<file path="config.mk">
export PLATFORM = sky130hd
export DESIGN_NAME = branch_target_predictor_flat
export DESIGN_NICKNAME = d
export VERILOG_FILES = /design/src/rtl/branch_target_predictor_if.sv /design/src/rtl/branch_target_predictor.sv /design/src/flat_wrapper.sv
export SDC_FILE = /design/constraint.sdc
export NUM_CORES = 1
export LEC_CHECK = 0
export BUFFER_PORTS_ARGS = -buffer_cell sky130_fd_sc_hd__buf_2
export CAP_MARGIN = 20
export CORE_MARGIN = 4
export CORE_UTILIZATION = 25
export CTS_CLUSTER_DIAMETER = 100
export CTS_CLUSTER_SIZE = 14
export DETAILED_ROUTE_END_ITERATION = 16
export PLACE_DENSITY_LB_ADDON = 0.08
export SETUP_SLACK_MARGIN = 0.2
export SYNTH_ARGS = -nofsm -noshare
export SYNTH_HDL_FRONTEND = slang
export SYNTH_SLANG_ARGS = --single-unit
</file>
<file path="constraint.sdc">
create_clock -name clk -period 8.1 [get_ports clk]
set_input_delay 1.62 -clock clk [delete_from_list [all_inputs] [get_ports clk]]
set_output_delay 1.62 -clock clk [all_outputs]
set_load 0.01 [all_outputs]
</file>
<file path="src/rtl/branch_target_predictor_if.sv">
// Fetch/resolve bus of the branch target predictor: lookup from IF, update from EX.
interface branch_target_predictor_if #(
    parameter int XLEN = 32
);
    logic [XLEN-1:0] if_pc;
    logic            pred_hit;
    logic            pred_taken;
    logic [XLEN-1:0] pred_next_pc;
    logic            upd_en;
    logic [XLEN-1:0] upd_pc;
    logic            upd_taken;
    logic [XLEN-1:0] upd_target;
    logic            upd_alloc;

    // Fetch/execute side that drives lookups and resolved outcomes
    modport master (
        output if_pc,
        input  pred_hit,
        input  pred_taken,
        input  pred_next_pc,
        output upd_en,
        output upd_pc,
        output upd_taken,
        output upd_target,
        input  upd_alloc
    );

    // Predictor table side
    modport slave (
        input  if_pc,
        output pred_hit,
        output pred_taken,
        output pred_next_pc,
        input  upd_en,
        input  upd_pc,
        input  upd_taken,
        input  upd_target,
        output upd_alloc
    );
endinterface

</file>
<file path="src/rtl/branch_target_predictor.sv">
// Direct-mapped BTB with per-entry 2-bit saturating direction counters.
// Lookup is purely combinational; one resolved branch is written back per clock.
module branch_target_predictor #(
    parameter int XLEN       = 32,
    parameter int INDEX_BITS = 4
) (
    input logic                     clk,
    input logic                     rst,
    branch_target_predictor_if.slave bus
);
    localparam int ENTRIES  = 1 << INDEX_BITS;
    localparam int TAG_BITS = XLEN - INDEX_BITS - 2;

    // Counter states: 00 strongly not taken ... 11 strongly taken
    localparam logic [1:0] CTR_WNT = 2'b01;
    localparam logic [1:0] CTR_WT  = 2'b10;

    logic [ENTRIES-1:0]  valid_q;
    logic [1:0]          ctr_q    [ENTRIES];
    logic [TAG_BITS-1:0] tag_q    [ENTRIES];
    logic [XLEN-1:0]     target_q [ENTRIES];
    logic                upd_alloc_q;

    logic [INDEX_BITS-1:0] l_idx;
    logic [TAG_BITS-1:0]   l_tag;
    logic                  l_hit;
    logic                  l_taken;
    logic [INDEX_BITS-1:0] u_idx;
    logic [TAG_BITS-1:0]   u_tag;
    logic                  u_hit;
    logic                  unused_upd_pc_lsbs;

    function automatic logic [1:0] ctr_inc(input logic [1:0] c);
        return (c == 2'b11) ? 2'b11 : c + 2'b01;
    endfunction

    function automatic logic [1:0] ctr_dec(input logic [1:0] c);
        return (c == 2'b00) ? 2'b00 : c - 2'b01;
    endfunction

    // Byte offset within a word never selects an entry
    assign unused_upd_pc_lsbs = &{1'b0, bus.upd_pc[1:0]};

    // Fetch-side lookup: sees table contents from before the current edge
    always_comb begin
        l_idx   = bus.if_pc[INDEX_BITS+1:2];
        l_tag   = bus.if_pc[XLEN-1:INDEX_BITS+2];
        l_hit   = valid_q[l_idx] && (tag_q[l_idx] == l_tag);
        l_taken = l_hit && ctr_q[l_idx][1];
    end

    assign bus.pred_hit     = l_hit;
    assign bus.pred_taken   = l_taken;
    assign bus.pred_next_pc = l_taken ? target_q[l_idx] : bus.if_pc + XLEN'(4);
    assign bus.upd_alloc    = upd_alloc_q;

    // Resolve-side address decode and hit detection for the update port
    always_comb begin
        u_idx = bus.upd_pc[INDEX_BITS+1:2];
        u_tag = bus.upd_pc[XLEN-1:INDEX_BITS+2];
        u_hit = valid_q[u_idx] && (tag_q[u_idx] == u_tag);
    end

    // Control state: valid bits, direction counters and the allocation pulse
    always_ff @(posedge clk or posedge rst) begin
        if (rst) begin
            valid_q     <= '0;
            upd_alloc_q <= 1'b0;
            for (int i = 0; i < ENTRIES; i++) begin
                ctr_q[i] <= CTR_WNT;
            end
        end else begin
            upd_alloc_q <= 1'b0;
            if (bus.upd_en) begin
                if (u_hit) begin
                    ctr_q[u_idx] <= bus.upd_taken ? ctr_inc(ctr_q[u_idx]) : ctr_dec(ctr_q[u_idx]);
                end else if (bus.upd_taken) begin
                    valid_q[u_idx] <= 1'b1;
                    ctr_q[u_idx]   <= CTR_WT;
                    upd_alloc_q    <= 1'b1;
                end
            end
        end
    end

    // Tag/target payload: any taken resolution either refreshes a hit or allocates;
    // left unreset because a cleared valid bit hides whatever it holds
    always_ff @(posedge clk) begin
        if (bus.upd_en && bus.upd_taken) begin
            tag_q[u_idx]    <= u_tag;
            target_q[u_idx] <= bus.upd_target;
        end
    end
endmodule

</file>
<file path="src/flat_wrapper.sv">
// flat-port wrapper written by rule: the top's interface ports become plain ports
module branch_target_predictor_flat 
#(
    parameter int XLEN       = 32,
    parameter int INDEX_BITS = 4
)
  (clk, rst, bus_if_pc, bus_pred_hit, bus_pred_taken, bus_pred_next_pc, bus_upd_en, bus_upd_pc, bus_upd_taken, bus_upd_target, bus_upd_alloc);
  branch_target_predictor_if #(.XLEN(XLEN)) bus_i ();
  input logic clk;
  input logic rst;
  input wire logic [$bits(bus_i.if_pc)-1:0] bus_if_pc;
  output wire logic [$bits(bus_i.pred_hit)-1:0] bus_pred_hit;
  output wire logic [$bits(bus_i.pred_taken)-1:0] bus_pred_taken;
  output wire logic [$bits(bus_i.pred_next_pc)-1:0] bus_pred_next_pc;
  input wire logic [$bits(bus_i.upd_en)-1:0] bus_upd_en;
  input wire logic [$bits(bus_i.upd_pc)-1:0] bus_upd_pc;
  input wire logic [$bits(bus_i.upd_taken)-1:0] bus_upd_taken;
  input wire logic [$bits(bus_i.upd_target)-1:0] bus_upd_target;
  output wire logic [$bits(bus_i.upd_alloc)-1:0] bus_upd_alloc;
  assign bus_i.if_pc = bus_if_pc;
  assign bus_pred_hit = bus_i.pred_hit;
  assign bus_pred_taken = bus_i.pred_taken;
  assign bus_pred_next_pc = bus_i.pred_next_pc;
  assign bus_i.upd_en = bus_upd_en;
  assign bus_i.upd_pc = bus_upd_pc;
  assign bus_i.upd_taken = bus_upd_taken;
  assign bus_i.upd_target = bus_upd_target;
  assign bus_upd_alloc = bus_i.upd_alloc;
  branch_target_predictor #(.XLEN(XLEN), .INDEX_BITS(INDEX_BITS)) u_core (.clk(clk), .rst(rst), .bus(bus_i));
endmodule
</file>
Word level (Yosys, flattened, before mapping) --
Memory sizes are Yosys's and may differ from the RTL's. Index checks and enable logic that the tools add are counted.
Operators by class: add/subtract/negate cells 3, multipliers 0, div/mod/pow operators 0, magnitude comparators 6, equality and inequality tests 3, shift operators 0, mux-type cells 26, bitwise gates (word level) 7, reductions and logical operators 10
Operators with widths (count):
- $mux 32 | 3
- $eq 26x26->1 | 2
- $add 32x3->32 const B | 1
- $bwmux 32 | 1
- $or 16x16->16 | 2
- $and 16x16->16 | 1
- $bmux 2 s4 | 2
- $mux 2 | 8
- $not 16->16 | 1
- $ge 5x5->1 const B | 2
- $lt 4x5->1 const B | 2
- $not 4->5 | 2
- $bmux 1 s4 | 2
- $demux 2 s4 | 1
- $mux 1 | 8
- $logic_and 1x1->1 | 6
- $lt 5x1->1 const B | 1
- $demux 1 s4 | 1
- $ge 4x1->1 const B | 1
- $reduce_and 3->1 | 1
- $add 2x1->2 const B | 1
- $eq 2x2->1 const B | 1
- $logic_not 2->1 | 1
- $reduce_and 2->1 | 1
- other kinds (3) | 3
Storage, ports and cells: flip-flop bits (word level) 49, bits in latches 0, RAM bits 928, memory bits (read-only) 0, word-level logic and storage cells 75, memories 2
Memories:
- u_core.target_q | depth 16, bits a word 32, rd ports 1, clocked after Yosys merged registers in 0, wr ports 1, line branch_target_predictor.sv:21 | logic [XLEN-1:0] target_q [ENTRIES];
- u_core.tag_q | depth 16, bits a word 26, rd ports 2, clocked after Yosys merged registers in 0, wr ports 1, line branch_target_predictor.sv:20 | logic [TAG_BITS-1:0] tag_q [ENTRIES];

Longest topological paths before layout --
word-level depth 9, gate-level depth with buffers 14

Least setup slack after synthesis --
OpenSTA, ideal clock, no wires.
path kind input to output, start point input port bus_if_pc[3], end point output port bus_pred_next_pc[23], arrival time 4.835 ns, data required time 6.480 ns, slack 1.645 ns, stages 12, cells stage by stage buf_2 > buf_2 > buf_2 > buf_1 > mux4_2 > a221oi_1 > xnor2_1 > nor4_1 > nand3_1 > nor4b_4 > buf_2 > mux2_2
On the way: cells in the longest elaborated chain, start to end 6
RTL lines:
- start: declaration | line flat_wrapper.sv:11 | input wire logic [$bits(bus_i.if_pc)-1:0] bus_if_pc;
- parallel branches: the longest is 4 deep, another holds $mem_v2 16x26
- $logic_and 1x1->1 * | line branch_target_predictor.sv:49 | l_taken = l_hit && ctr_q[l_idx][1];
- named net bus_pred_taken | line flat_wrapper.sv:13 | output wire logic [$bits(bus_i.pred_taken)-1:0] bus_pred_taken;
- $mux 32 * | line branch_target_predictor.sv:54 | assign bus.pred_next_pc = l_taken ? target_q[l_idx] : bus.if_pc + XLEN'(4);
- end: declaration | line flat_wrapper.sv:14 | output wire logic [$bits(bus_i.pred_next_pc)-1:0] bus_pred_next_pc;
Mark *: on every way through the listed nets, which the timed path passes. The select of a mux whose other input is x is not followed.

Final worst setup path --
start point input port bus_if_pc[2], end point output port bus_pred_next_pc[11]
On the way: cells in the longest elaborated chain, start to end 6
RTL lines (line):
- parallel branches: the longest is 5 deep, another holds $mem_v2 16x26
- $mux 32 * | branch_target_predictor.sv:54
Every way passes the cells marked *. The select of a mux whose other input is x is not followed.

==> Implementation_results.wiki <==
{| class="wikitable"
! Metric !! Value
|-
| Max Cap Viol || 0
|-
| DRC violation total after the first TritonRoute iteration || between 1,500 and 2,000
|-
| Height of the chip || between 400 and 500 um
|-
| Syn nets || 2,350
|-
| Clock tree from TritonCTS || done
|-
| Hold Buf Count CTS || 0
|-
| Count of warnings emitted by yosys || 0
|-
| Top flip-flop cell by instance count after synthesis || edfxtp_1
|-
| Pin slew with the least headroom to its limit || between 1 and 1.5 ns
|-
| Critical hold path startpoint || u_core.valid_q[10]
|-
| Sequential fraction of the synthesis area || about two thirds
|-
| Arrival @ worst endpoint || around 5.9 ns
|-
| Global routing met1 resource utilization || 21.6%
|-
| Critical Path Source || bus_if_pc[2]
|-
| Sum Neg Setup Slack || 0 ns
|-
| Most instantiated library cell after synthesis || edfxtp_1
|-
| Fraction of met2 tracks used by global routing || around 29%
|-
| Via count of the first global-routing pass || approximately 25,000
|-
| Crit path time final || approximately 7.5 ns
|-
| Slew Limit Headroom || around 22%
|-
| Average wire per standard cell || ~32 um
|-
| Cells after Synth || about 2,200
|-
| Max-slew violation total from the final report || 0
|-
| Top-area cell type share of the netlist area || a little under two thirds
|-
| Clock edge transition at the registers on the reported setup and hold paths || ~0.070 ns
|-
| DP Area || ~48,000 um^2
|-
| Leading area contributor after synthesis || edfxtp_1
|-
| Worst setup skew after layout || between 0.02 and 0.03 ns
|-
| Count of input and output buffers || approximately 130
|-
| Synthesized-area fraction occupied by ao, oa, aoi and oai cells || about 3.3%
|-
| Fraction of the mapped netlist area in adder cells || less than 1%
|-
| Final-report hold violation count || 0
|-
| Worst reg2reg startpoint || u_core.tag_q[4][5]
|-
| Setup repair after global routing missed its margin || false
|-
| Worst Setup End Kind || output pin
|-
| Share of flip-flops with an asynchronous set or reset || about 5.0%
|-
| Kind of launch point of the worst setup path || primary input
|-
| Total half-perimeter wirelength after legalization and detailed placement || ~92,000 um
|-
| GR Layer Usage met3 || under 10%
|-
| Seq. cell area || ~29,000 um^2
|-
| Largest cells by area after synthesis || edfxtp_1, mux4_2, mux2i_1, dfrtp_1, mux2_2
|-
| Ratio of cells with drive above 1 in the final layout || 32.6%
|-
| Pleak || between 0.015 and 0.02 uW
|-
| # clock sinks || a little under 1,000
|-
| Hold Path Class || flip-flop to flip-flop
|-
| Maximum fanout along the worst path || 42
|-
| Synth cell count leaders || edfxtp_1, mux4_2, mux2i_1, clkbuf_1
|-
| Area of the mapped netlist || approximately 44,000 um^2
|-
| Final cell area excluding filler cells || between 40,000 and 50,000 um^2
|-
| Number of top-level design ports || roughly 140
|-
| Required time at the endpoint of the critical path || ~6.5 ns
|-
| Post-detailed-routing wire length || 152,000 um
|-
| Total clock buffers created by CTS || 80
|-
| Final net count || about 2,500
|-
| Mux cell area share after synthesis || 23.4%
|-
| Worst ir drop on vdd || between 0.15 and 0.2 mV
|-
| Power Total || between 10,000 and 15,000 uW
|-
| Post-detailed-route DRC marker count || 0
|-
| XOR/XNOR share of the synthesized area || 1.75%
|-
| Post-detailed-route via-to-cell ratio || around 5
|-
| Fill cell total of the finished layout || 17,100
|-
| Wire length of the first global-routing pass || 209,000 um
|-
| Final setup violation count || 0
|-
| Multi-input gate area in the final layout || approximately 14,000 um^2
|-
| Most congested layer reported by global routing || met2
|-
| Area added between synthesis and finish || 14.3%
|-
| Die X || 426 um
|-
| Critical path class || primary input to output pin
|-
| Deepest level of the CTS H-tree || 3
|-
| Number of synthesized flops with an enable pin || between 900 and 1,000
|-
| Std-Cell Rows || roughly 150
|-
| Resize count post-CTS || 0
|-
| Main combinational cell family by area after synthesis || multiplexers
|-
| Maximum clock rate || between 0.1 and 0.15 GHz
|-
| Largest net degree at the start of global routing || 85
|-
| Number of detailed-route iterations in the first pass || 5
|-
| Placer's final routability congestion estimate || 0.775
|-
| Power per cell area || 206 nW/um^2
|-
| Total global routing overflow || 0
|-
| Flop and latch count out of synthesis || about 980
|-
| Number of nets with antenna violations after routing || 0
|-
| Synth Area per Inst || roughly 19 um^2
|-
| Initial Utilization || 25.1%
|-
| Period utilisation layout || around 90%
|-
| Outcome || finished clean
|-
| Antenna violations before repair || 27
|-
| Root cell of the clock tree || clkbuf_16
|-
| Clock latency reported for the late side of the worst-skew pair || a little under 0.7 ns
|-
| Total GRT Usage || between 10% and 20%
|-
| Simple-gate portion of the synthesized area || roughly 2.9%
|-
| Die area || 181,000 um^2
|-
| Maximum clock insertion buffer count || 3
|-
| Floorplan core area || ~170,000 um^2
|-
| Synth unique cells || 70
|-
| Number of buffers inserted by post-CTS setup repair || 0
|-
| Via total after detailed routing || about 23,000
|}
## through the flow
step | setup slack, ns | hold slack, ns | cells | utilization, %
6_report | 0.591 | 0.481 | 4761 | 28.7
5_1_grt | 0.471 | 0.509 | 4758 | 28.7
4_1_cts | 0.428 | 0.483 | 4756 | 28.7
3_5_place_dp | 0.435 | 0.466 | 4652 | 27.4
3_3_place_gp | 0.366 | 0.451 | 4652 | 27.4
2_1_floorplan | 1.64 | 0.439 | 2249 | -
## kinds of logic after synthesis
logic type | count (synthesis)
compound gates | 194
simple gates | 253
xor+xnor | 87
buf+inv | 169
fa+ha+maj | 3
mux | 566
flops | 977
## path summary, 6_finish.rpt
path,to,slack (ns),depth (start not counted)
max in group asynchronous,u_core.valid_q[1],6.48,3
setup / recovery,bus_pred_next_pc[11],0.59,12
min in group asynchronous,u_core.bus.upd_alloc,1.13,3
hold reg to reg,u_core.valid_q[10],0.48,1
setup reg to reg,u_core.ctr_q[6],3.74,8
hold / removal,u_core.valid_q[10],0.48,1
## state kept, by name (all words and copies together), names as in the netlist
| name | flops |
|---|---|
| u_core.target_q | 512 |
| u_core.tag_q | 416 |
| u_core.ctr_q | 32 |
| u_core.valid_q | 16 |
| u_core.bus.upd_alloc | 1 |
## worst max-delay path, cell delays in order
cell and delay (ns):
buf_8 0.40, buf_12 0.26, mux4_2 0.53, mux2i_1 0.31, mux2i_1 0.25, xor2_1 0.19, nor4_1 0.47, nand3_1 0.39
nor4b_4 0.37, buf_12 0.27, mux2_1 0.44, buf_2 0.18
## final cells by class
cell class,instances,area share [%]
Tap cell,2325,5.83
Sequential cell,977,58.4
Multi-Input combinational cell,1103,27.8
Clock buffer,95,4.21
Inverter,20,0.156
Antenna cell,5,0.0251
Clock inverter,9,0.238
Timing Repair Buffer,227,3.34
## where the power goes
part | switching [uW] | internal, uW | leakage (uW) | total, uW
Sequential | 35.9 | 5610 | 0.00893 | 5640
Combinational | 569 | 377 | 0.00568 | 947
Clock | 1830 | 1860 | 0.00109 | 3690
Total | 2440 | 7850 | 0.0157 | 10300
## layer usage
| layer | part of all wire, % | vias to the layer above |
|---|---|---|
| met5 | 0.046 | - |
| met2 | 51 | 535 |
| li1 | - | 9738 |
| met3 | 3.6 | 167 |
| met1 | 43 | 12800 |
| met4 | 2.4 | 12 |
## placed cells by master, fill, tap and decap left out, drive strengths merged, types with 13 or more instances in the layout
cell    count
nand2      64
a22oi      23
a21oi      19
mux2       72
dfstp      16
buf       226
xnor2      46
mux4      354
o41ai      13
nand3      31
o32ai      14
clkbuf     96
nor2       56
o22ai      17
mux2i     140
nor3       17
nor2b      15
or3        16
xor2       41
edfxtp    928
inv        22
o21ai      18
a21o       17
dfrtp      33
Note: power is estimated with default switching activity, not from simulation.
